File: config.mk
export PLATFORM = sky130hd
export DESIGN_NAME = mem_arbiter
export DESIGN_NICKNAME = d
export VERILOG_FILES = /design/src/rtl/mem_arbiter.sv
export SDC_FILE = /design/constraint.sdc
export NUM_CORES = 1
export LEC_CHECK = 0
export BUFFER_PORTS_ARGS = -buffer_cell sky130_fd_sc_hd__buf_2
export CAP_MARGIN = 5
export CORE_AREA = 2 2 119 121
export CTS_CLUSTER_SIZE = 25
export DETAILED_ROUTE_END_ITERATION = 8
export DIE_AREA = 0 0 121 123
export GPL_TIMING_DRIVEN = 0
export PLACE_DENSITY_LB_ADDON = 0.15
export SLEW_MARGIN = 20
export SYNTH_ARGS = -nofsm -noshare
export SYNTH_HDL_FRONTEND = slang
export SYNTH_SLANG_ARGS = --single-unit
File: constraint.sdc
create_clock -name r_clk -period 2.64 [get_ports r_clk]
set_clock_uncertainty 0.15 [all_clocks]
set_input_delay 0 -clock r_clk [delete_from_list [all_inputs] [get_ports r_clk]]
set_output_delay 0 -clock r_clk [all_outputs]
set_load 0.03 [all_outputs]
File: src/rtl/mem_arbiter.sv
// Two-master round-robin arbiter for the picorv32 native memory bus, with a
// per-transaction grant lock and a slave timeout that forces completion.
module mem_arbiter #(
  parameter int unsigned TIMEOUT = 255,
  parameter int unsigned TO_W    = 16
) (
  input  logic        r_clk,
  input  logic        rst_n,
  input  logic        m0_valid,
  output logic        m0_ready,
  input  logic [31:0] m0_addr,
  input  logic [31:0] m0_wdata,
  input  logic [3:0]  m0_wstrb,
  output logic [31:0] m0_rdata,
  input  logic        m1_valid,
  output logic        m1_ready,
  input  logic [31:0] m1_addr,
  input  logic [31:0] m1_wdata,
  input  logic [3:0]  m1_wstrb,
  output logic [31:0] m1_rdata,
  output logic        s_valid,
  input  logic        s_ready,
  output logic [31:0] s_addr,
  output logic [31:0] s_wdata,
  output logic [3:0]  s_wstrb,
  input  logic [31:0] s_rdata,
  output logic        err,
  output logic        grant
);

  typedef enum logic [1:0] {IDLE, BUSY, DONE} state_t;

  localparam logic [TO_W-1:0] TO_LIM = TO_W'(TIMEOUT);

  state_t          r_state;
  logic            r_g;
  logic            r_last;
  logic            r_err;
  logic [TO_W-1:0] r_cnt;

  logic            w_fin;
  logic            w_mv;
  logic            w_rdy;
  logic [31:0]     w_rd;

  // Completion happens either on s_ready or on the timeout cycle; a slave
  // answering on the timeout cycle wins and is treated as a normal completion.
  assign w_fin = (r_state == BUSY) && (s_ready || (r_cnt == TO_LIM));
  assign w_mv  = r_g ? m1_valid : m0_valid;
  assign w_rdy = w_fin && w_mv;
  assign w_rd  = s_ready ? s_rdata : '1;

  always_ff @(posedge r_clk) begin
    if (!rst_n) begin
      r_state <= IDLE;
      r_g     <= 1'b0;
      r_last  <= 1'b1;
      r_err   <= 1'b0;
      r_cnt   <= '0;
    end else begin
      r_err <= 1'b0;
      case (r_state)
        IDLE: begin
          if (m0_valid && m1_valid) begin
            r_g     <= ~r_last;
            r_state <= BUSY;
          end else if (m0_valid) begin
            r_g     <= 1'b0;
            r_state <= BUSY;
          end else if (m1_valid) begin
            r_g     <= 1'b1;
            r_state <= BUSY;
          end
        end
        BUSY: begin
          if (w_fin) begin
            r_last  <= r_g;
            r_err   <= ~s_ready;
            r_state <= DONE;
          end else begin
            r_cnt <= r_cnt + 1'b1;
          end
        end
        DONE: begin
          r_cnt   <= '0;
          r_state <= IDLE;
        end
        default: r_state <= IDLE;
      endcase
    end
  end

  assign s_valid  = (r_state == BUSY);
  assign s_addr   = r_g ? m1_addr  : m0_addr;
  assign s_wdata  = r_g ? m1_wdata : m0_wdata;
  assign s_wstrb  = r_g ? m1_wstrb : m0_wstrb;

  // A granted master that dropped valid mid-transaction gets no ready strobe.
  assign m0_ready = w_rdy && !r_g;
  assign m1_ready = w_rdy &&  r_g;
  assign m0_rdata = (w_rdy && !r_g) ? w_rd : '0;
  assign m1_rdata = (w_rdy &&  r_g) ? w_rd : '0;

  assign err   = r_err;
  assign grant = r_g;

endmodule

Yosys cells after proc, flatten, opt, wreduce, memory -nomap -nowiden
Cells that the tools add are included.
{"block": "word_totals", "regBits": 21, "input_bits": 173, "output_inout_bits": 137, "wordCells": 46}
{"block": "classes", "add_sub_neg": 1, "eq_ne": 6, "n_mux": 17, "bitwise_logic": 2, "reduce_logical": 15}
{"cell": "two-way mux 32 bit", "count": 5}
{"cell": "case mux 16 bit (2 select lines)", "count": 1}
{"cell": "adder 16 x 1 -> 16 bit (second input constant)", "count": 1}
{"cell": "equality test 16 x 8 -> 1 bit (second input constant)", "count": 1}
{"cell": "two-way mux 16 bit", "count": 1}
{"cell": "two-way mux 2 bit", "count": 4}
{"cell": "AND reduction 2 bit", "count": 4}
{"cell": "logical AND 1 bit", "count": 5}
{"cell": "two-way mux 1 bit", "count": 4}
{"cell": "two-way mux 4 bit", "count": 1}
{"cell": "!= test 4 bit (second input constant)", "count": 1}
{"cell": "case mux 2 bit (2 select lines)", "count": 1}
{"cell": "AND reduction 3 bit", "count": 1}
{"cell": "nonzero test 3 bit", "count": 1}
{"cell": "equality test 2 x 1 -> 1 bit (second input constant)", "count": 1}
{"cell": "equality test 2 bit (second input constant)", "count": 1}
{"cell": "logical NOT 2 bit", "count": 1}
{"cell": "!= test 2 x 1 -> 1 bit (second input constant)", "count": 1}
{"cell": "!= test 2 bit (second input constant)", "count": 1}
{"cell": "inverter 1 bit", "count": 2}
{"cell": "nonzero test 2 bit", "count": 1}
{"cell": "logical NOT 1 bit", "count": 1}
{"cell": "logical OR 1 bit", "count": 1}

Depth between registers and ports, before layout
{"block": "depth", "word_depth": 6, "depth_mapped": 7, "mapped_depth_nobuf": 5}

Worst setup path after synthesis
OpenSTA, ideal clock, no wires.
{"block": "synth_timing", "path_type": "register -> output", "startpoint": "reg r_cnt[10]", "endpoint": "out m1_rdata[2]", "t_arrival_ns": 2.218, "setup_slack_ns": 0.272, "stages_incl_launch_ff": 7, "n_path_buf": 2, "path_cell_list": "dfxtp_1 or4_1 o41ai_4 buf_6 nand4_4 buf_6 nor2_1"}
{"block": "synth_via", "elab_chain_cells": 6}
{"element": "start, declared", "line_no": "39", "source": "logic [TO_W-1:0] r_cnt;"}
{"element": "start signal, assigned", "line_no": "81", "source": "r_cnt <= r_cnt + 1'b1;"}
{"element": "equality test 16 x 8 -> 1 bit", "line_no": "48", "source": "assign w_fin = (r_state == BUSY) && (s_ready || (r_cnt == TO_LIM));"}
{"element": "logical OR 1 bit", "line_no": "48"}
{"element": "logical AND 1 bit", "line_no": "48"}
{"element": "logical AND 1 bit", "line_no": "50", "source": "assign w_rdy = w_fin && w_mv;"}
{"element": "logical AND 1 bit", "line_no": "102", "source": "assign m1_rdata = (w_rdy && r_g) ? w_rd : '0;"}
{"element": "two-way mux 32 bit", "line_no": "102"}
{"element": "end, declared", "line_no": "20", "source": "output logic [31:0] m1_rdata,"}
Every way passes these cells.

Worst setup path in the final report
{"block": "layout_timing", "startpoint": "reg r_cnt[14]", "endpoint": "out m1_rdata[22]"}
The elaborated chain is that of the path after synthesis.

==> tab_implementation.tex <==
\begin{tabular}{lr}
\hline
Metric & Value \\
\hline
\multicolumn{2}{l}{\textbf{STA}} \\
Count of final setup violators & 0 \\
Transition time at the pin with the least slew margin & 0.902 ns \\
Final worst setup slack & between 0.03 and 0.04 ns \\
Min Tclk post-route & 2.61 ns \\
Unrepaired setup endpoints after global routing & yes \\
Number of failing hold endpoints at the final stage & 0 \\
Worst slew margin & about two fifths \\
Final total negative setup slack & 0 ns \\
Final Max Slew Viols & 0 \\
Fin Hold WS & 0.0764 ns \\
Tcrit/Tclk final & approximately 99\% \\
Highest achievable clock rate & $\sim$0.38 GHz \\
\multicolumn{2}{l}{\textbf{Detailed routing}} \\
Detailed Route WL & around 16,000 um \\
Remaining number of nets flagged by the antenna check after routing & 0 \\
Number of vias in the routed layout & roughly 4,000 \\
Count of unresolved DRC violations after routing & 0 \\
Average vias per placed instance & roughly 4.7 \\
Routed wire per std cell & roughly 19 um \\
First-pass detailed-route iteration total & 4 \\
Number of violations reported at the end of detailed-routing iteration 0 & 213 \\
\multicolumn{2}{l}{\textbf{Clocking}} \\
TritonCTS Sinks & 21 \\
CTS tree & yes \\
Clock latency on the worst-skew pair & roughly 0.25 ns \\
Maximum root-to-sink buffer count & 2 \\
H-tree levels & 1 \\
Number of buffers created by CTS & 3 \\
Clock transition time at the flip-flop clock pins of the worst setup and hold paths & 0.06 ns \\
CTS Root Cell & clkbuf\_16 \\
\multicolumn{2}{l}{\textbf{Yosys}} \\
Synth Warn \# & 0 \\
Count of different cell masters after synthesis & 49 \\
Register area share after synthesis & between 10\% and 20\% \\
Post-synthesis instance total & 337 \\
Main area contributors after synthesis & mux2\_2 30\%, dfxtp\_1 17\%, nor2\_1 15\% \\
Fraction of post-synthesis cell area in the top cell type by area & between 30\% and 40\% \\
EDFF count, synth & 0 \\
Most instantiated library cell after synthesis & nor2\_1 \\
Cell type with the largest total area after synthesis & mux2\_2 \\
Synth top cells by count & 104 x nor2\_1, 68 x mux2\_2, 21 x dfxtp\_1 \\
Share of flip-flops with an asynchronous set or reset & 0\% \\
Post-synthesis instance area & 2530 um2 \\
Number of flip-flops and latches in the synthesized netlist & 21 \\
Synth Area per Inst & 7.51 um2 \\
Total nets after synthesis & around 500 \\
Most frequently used flop master after synthesis & dfxtp\_1 \\
\multicolumn{2}{l}{\textbf{Final layout}} \\
Final core area utilization & 34.2\% \\
Proportion of layout cells with a drive suffix above 1 & between 60\% and 70\% \\
Area of all placed cells without fillers & 4660 um2 \\
Filler cell count & around 1,500 \\
Number of nets in the layout & 840 \\
Antenna diode instance count & 0 \\
Layout Cells excl Fill & between 800 and 900 \\
Area growth from synthesis to final layout & 84.1\% \\
\multicolumn{2}{l}{\textbf{Critical path}} \\
Largest delay contributor family on the critical path & simple AND/OR/NAND/NOR gates \\
Launching element type of the critical path & flop \\
Critical-path maximum fanout & 5 \\
Path type of the worst setup path & reg2out \\
Required time at the worst-slack endpoint & $\sim$2.5 ns \\
Slowest cell on the critical path & or4\_4 \\
Series of cell instances along the critical path & or4\_4 > o41ai\_4 > buf\_6 > nand4\_4 > buf\_6 > nor2\_1 > buf\_4 \\
Worst path bufs/invs & 3 \\
Maximum single-stage delay on the critical path & 0.56 ns \\
Signal arrival time at the worst endpoint & 2.46 ns \\
Critical path endpoint category & output port \\
CP most frequent cell & buf\_6 \\
\multicolumn{2}{l}{\textbf{GRT}} \\
Aggregate global-route resource usage & a little under a fifth \\
Global-route wire length before repair & between 20,000 and 25,000 um \\
Via count of the first global-routing pass & approximately 3,400 \\
Largest net degree at the start of global routing & 12 \\
Global-route track usage on met2 & between 20\% and 30\% \\
Most used routing layer in global routing & met2 \\
M1 GR Usage & between 20\% and 30\% \\
Leftover overflow at the end of global routing & 0 \\
Number of antenna violations at the first check in global routing & 1 \\
Met3 track utilization from global routing & roughly 4.2\% \\
\multicolumn{2}{l}{\textbf{Die}} \\
Die Footprint & around 15,000 um2 \\
Die Ht & between 100 and 150 um \\
Die W & 121 um \\
I/O pin count & between 300 and 400 \\
Initial core utilization & between 10\% and 20\% \\
Core region area & between 10,000 and 15,000 um2 \\
Std cell rows & 43 \\
\multicolumn{2}{l}{\textbf{Place}} \\
Cell area reported after detailed placement & approximately 4300 um2 \\
\# port buffers & between 300 and 400 \\
Placement-stage worst setup slack & 0.160 ns \\
Final weighted congestion in routability-driven placement & between 0.8 and 0.9 \\
Post-Place Cells & between 800 and 900 \\
HPWL Detailed & 13,500 um \\
\multicolumn{2}{l}{\textbf{Pwr}} \\
Switch Pwr & 0.653 mW \\
Power share of the combinational group & 55.8\% \\
Sequential Power Share & between 20 and 25\% \\
Clock group share of total power & 22.0\% \\
Power per unit of standard cell area & roughly 320 nW/um2 \\
Proportion of total power due to net switching & between 40\% and 50\% \\
Worst supply voltage drop on vdd & 0.000222 V \\
Leakage power figure & 2.40 nW \\
Total power after layout & approximately 1.5 mW \\
Cell internal pwr & about 0.84 mW \\
\multicolumn{2}{l}{\textbf{Min path}} \\
Worst hold path class & in2reg \\
\multicolumn{2}{l}{\textbf{Run status}} \\
Result of the run & complete, no violations \\
\multicolumn{2}{l}{\textbf{Job}} \\
Max-cap check violation count & 0 \\
\hline
\end{tabular}
cell type report:
type	count	area (um2)	area share [%]
Buffer	23	144	3.09
Clock buffer	4	78.8	1.69
Inverter	12	45.0	0.967
Multi-Input combinational cell	282	1970	42.3
Sequential cell	21	428	9.18
Tap cell	180	225	4.83
Timing Repair Buffer	323	1770	38.0
state kept, by name (all words and copies together), names as in the netlist:
signal and flops:
r_last 1, err 1, r_state 2, grant 1, r_cnt 16
power by group through the flow:
stage	combinational, mW	clock, mW	sequential (mW)
2_1_floorplan	0.476	0	0.339
3_3_place_gp	0.797	0	0.339
3_5_place_dp	0.803	0	0.339
4_1_cts	0.816	0.335	0.331
5_1_grt	0.876	0.348	0.332
6_report	0.831	0.329	0.331
worst min-delay path, stage by stage:
cell and delay [ns]:
buf_2 0.10, inv_1 0.06, o41ai_1 0.07, a31o_2 0.20
cell families after synthesis:
group / Yosys count / synth area share (%)
flip-flops: 21 / 16.6
adder cells (fa/ha/maj): 1 / 0.494
buffers and inverters: 35 / 7.32
multiplexers: 68 / 30.3
XOR/XNOR: 1 / 0.346
AND/OR/NAND/NOR: 165 / 31.3
AO/OA/AOI/OAI: 46 / 13.7
worst paths after layout:
check                  from      endpoint  slack (ns)  depth (start not counted)
setup / recovery  r_cnt[14]  m1_rdata[22]        0.03                          7
hold / removal        rst_n      r_cnt[0]        0.08                          4
setup reg to reg  r_cnt[14]      r_cnt[1]        0.39                          5
hold reg to reg      r_last        r_last        0.35                          2
per-layer routing:
metal	vias up	part of all wire [%]	wire length, um
met1	1833	43	6800
li1	1869	-	-
met3	16	10	1670
met5	-	0	0
met4	0	0.78	125
met2	248	46	7330
layout by cell type, fill, tap and decap left out, types with 4 or more instances in the layout:
| cell type | n |
|---|---|
| or4_1 | 4 |
| nor2_1 | 93 |
| nor2_2 | 15 |
| buf_2 | 273 |
| inv_1 | 10 |
| clkbuf_4 | 8 |
| buf_4 | 35 |
| o31ai_1 | 5 |
| buf_6 | 10 |
| mux2_2 | 68 |
| a21oi_1 | 11 |
| nand3_1 | 10 |
| o21ai_0 | 5 |
| nand2_1 | 12 |
| nor4_1 | 6 |
| dfxtp_1 | 17 |
| a31oi_1 | 4 |
| dlygate4sd3_1 | 4 |
| buf_1 | 7 |
| clkbuf_1 | 9 |
repair_timing:
item | CTS | global route
gates cloned | 0 | 5
gates resized for setup | 3 | 88
hold buffers | 4 | 0
pin swaps | 1 | 5
setup buffers | 2 | 4
endpoints found under the setup margin | 60 | 58
endpoints found under the hold margin | 3 | 0
(Power assumes the default switching activity.)
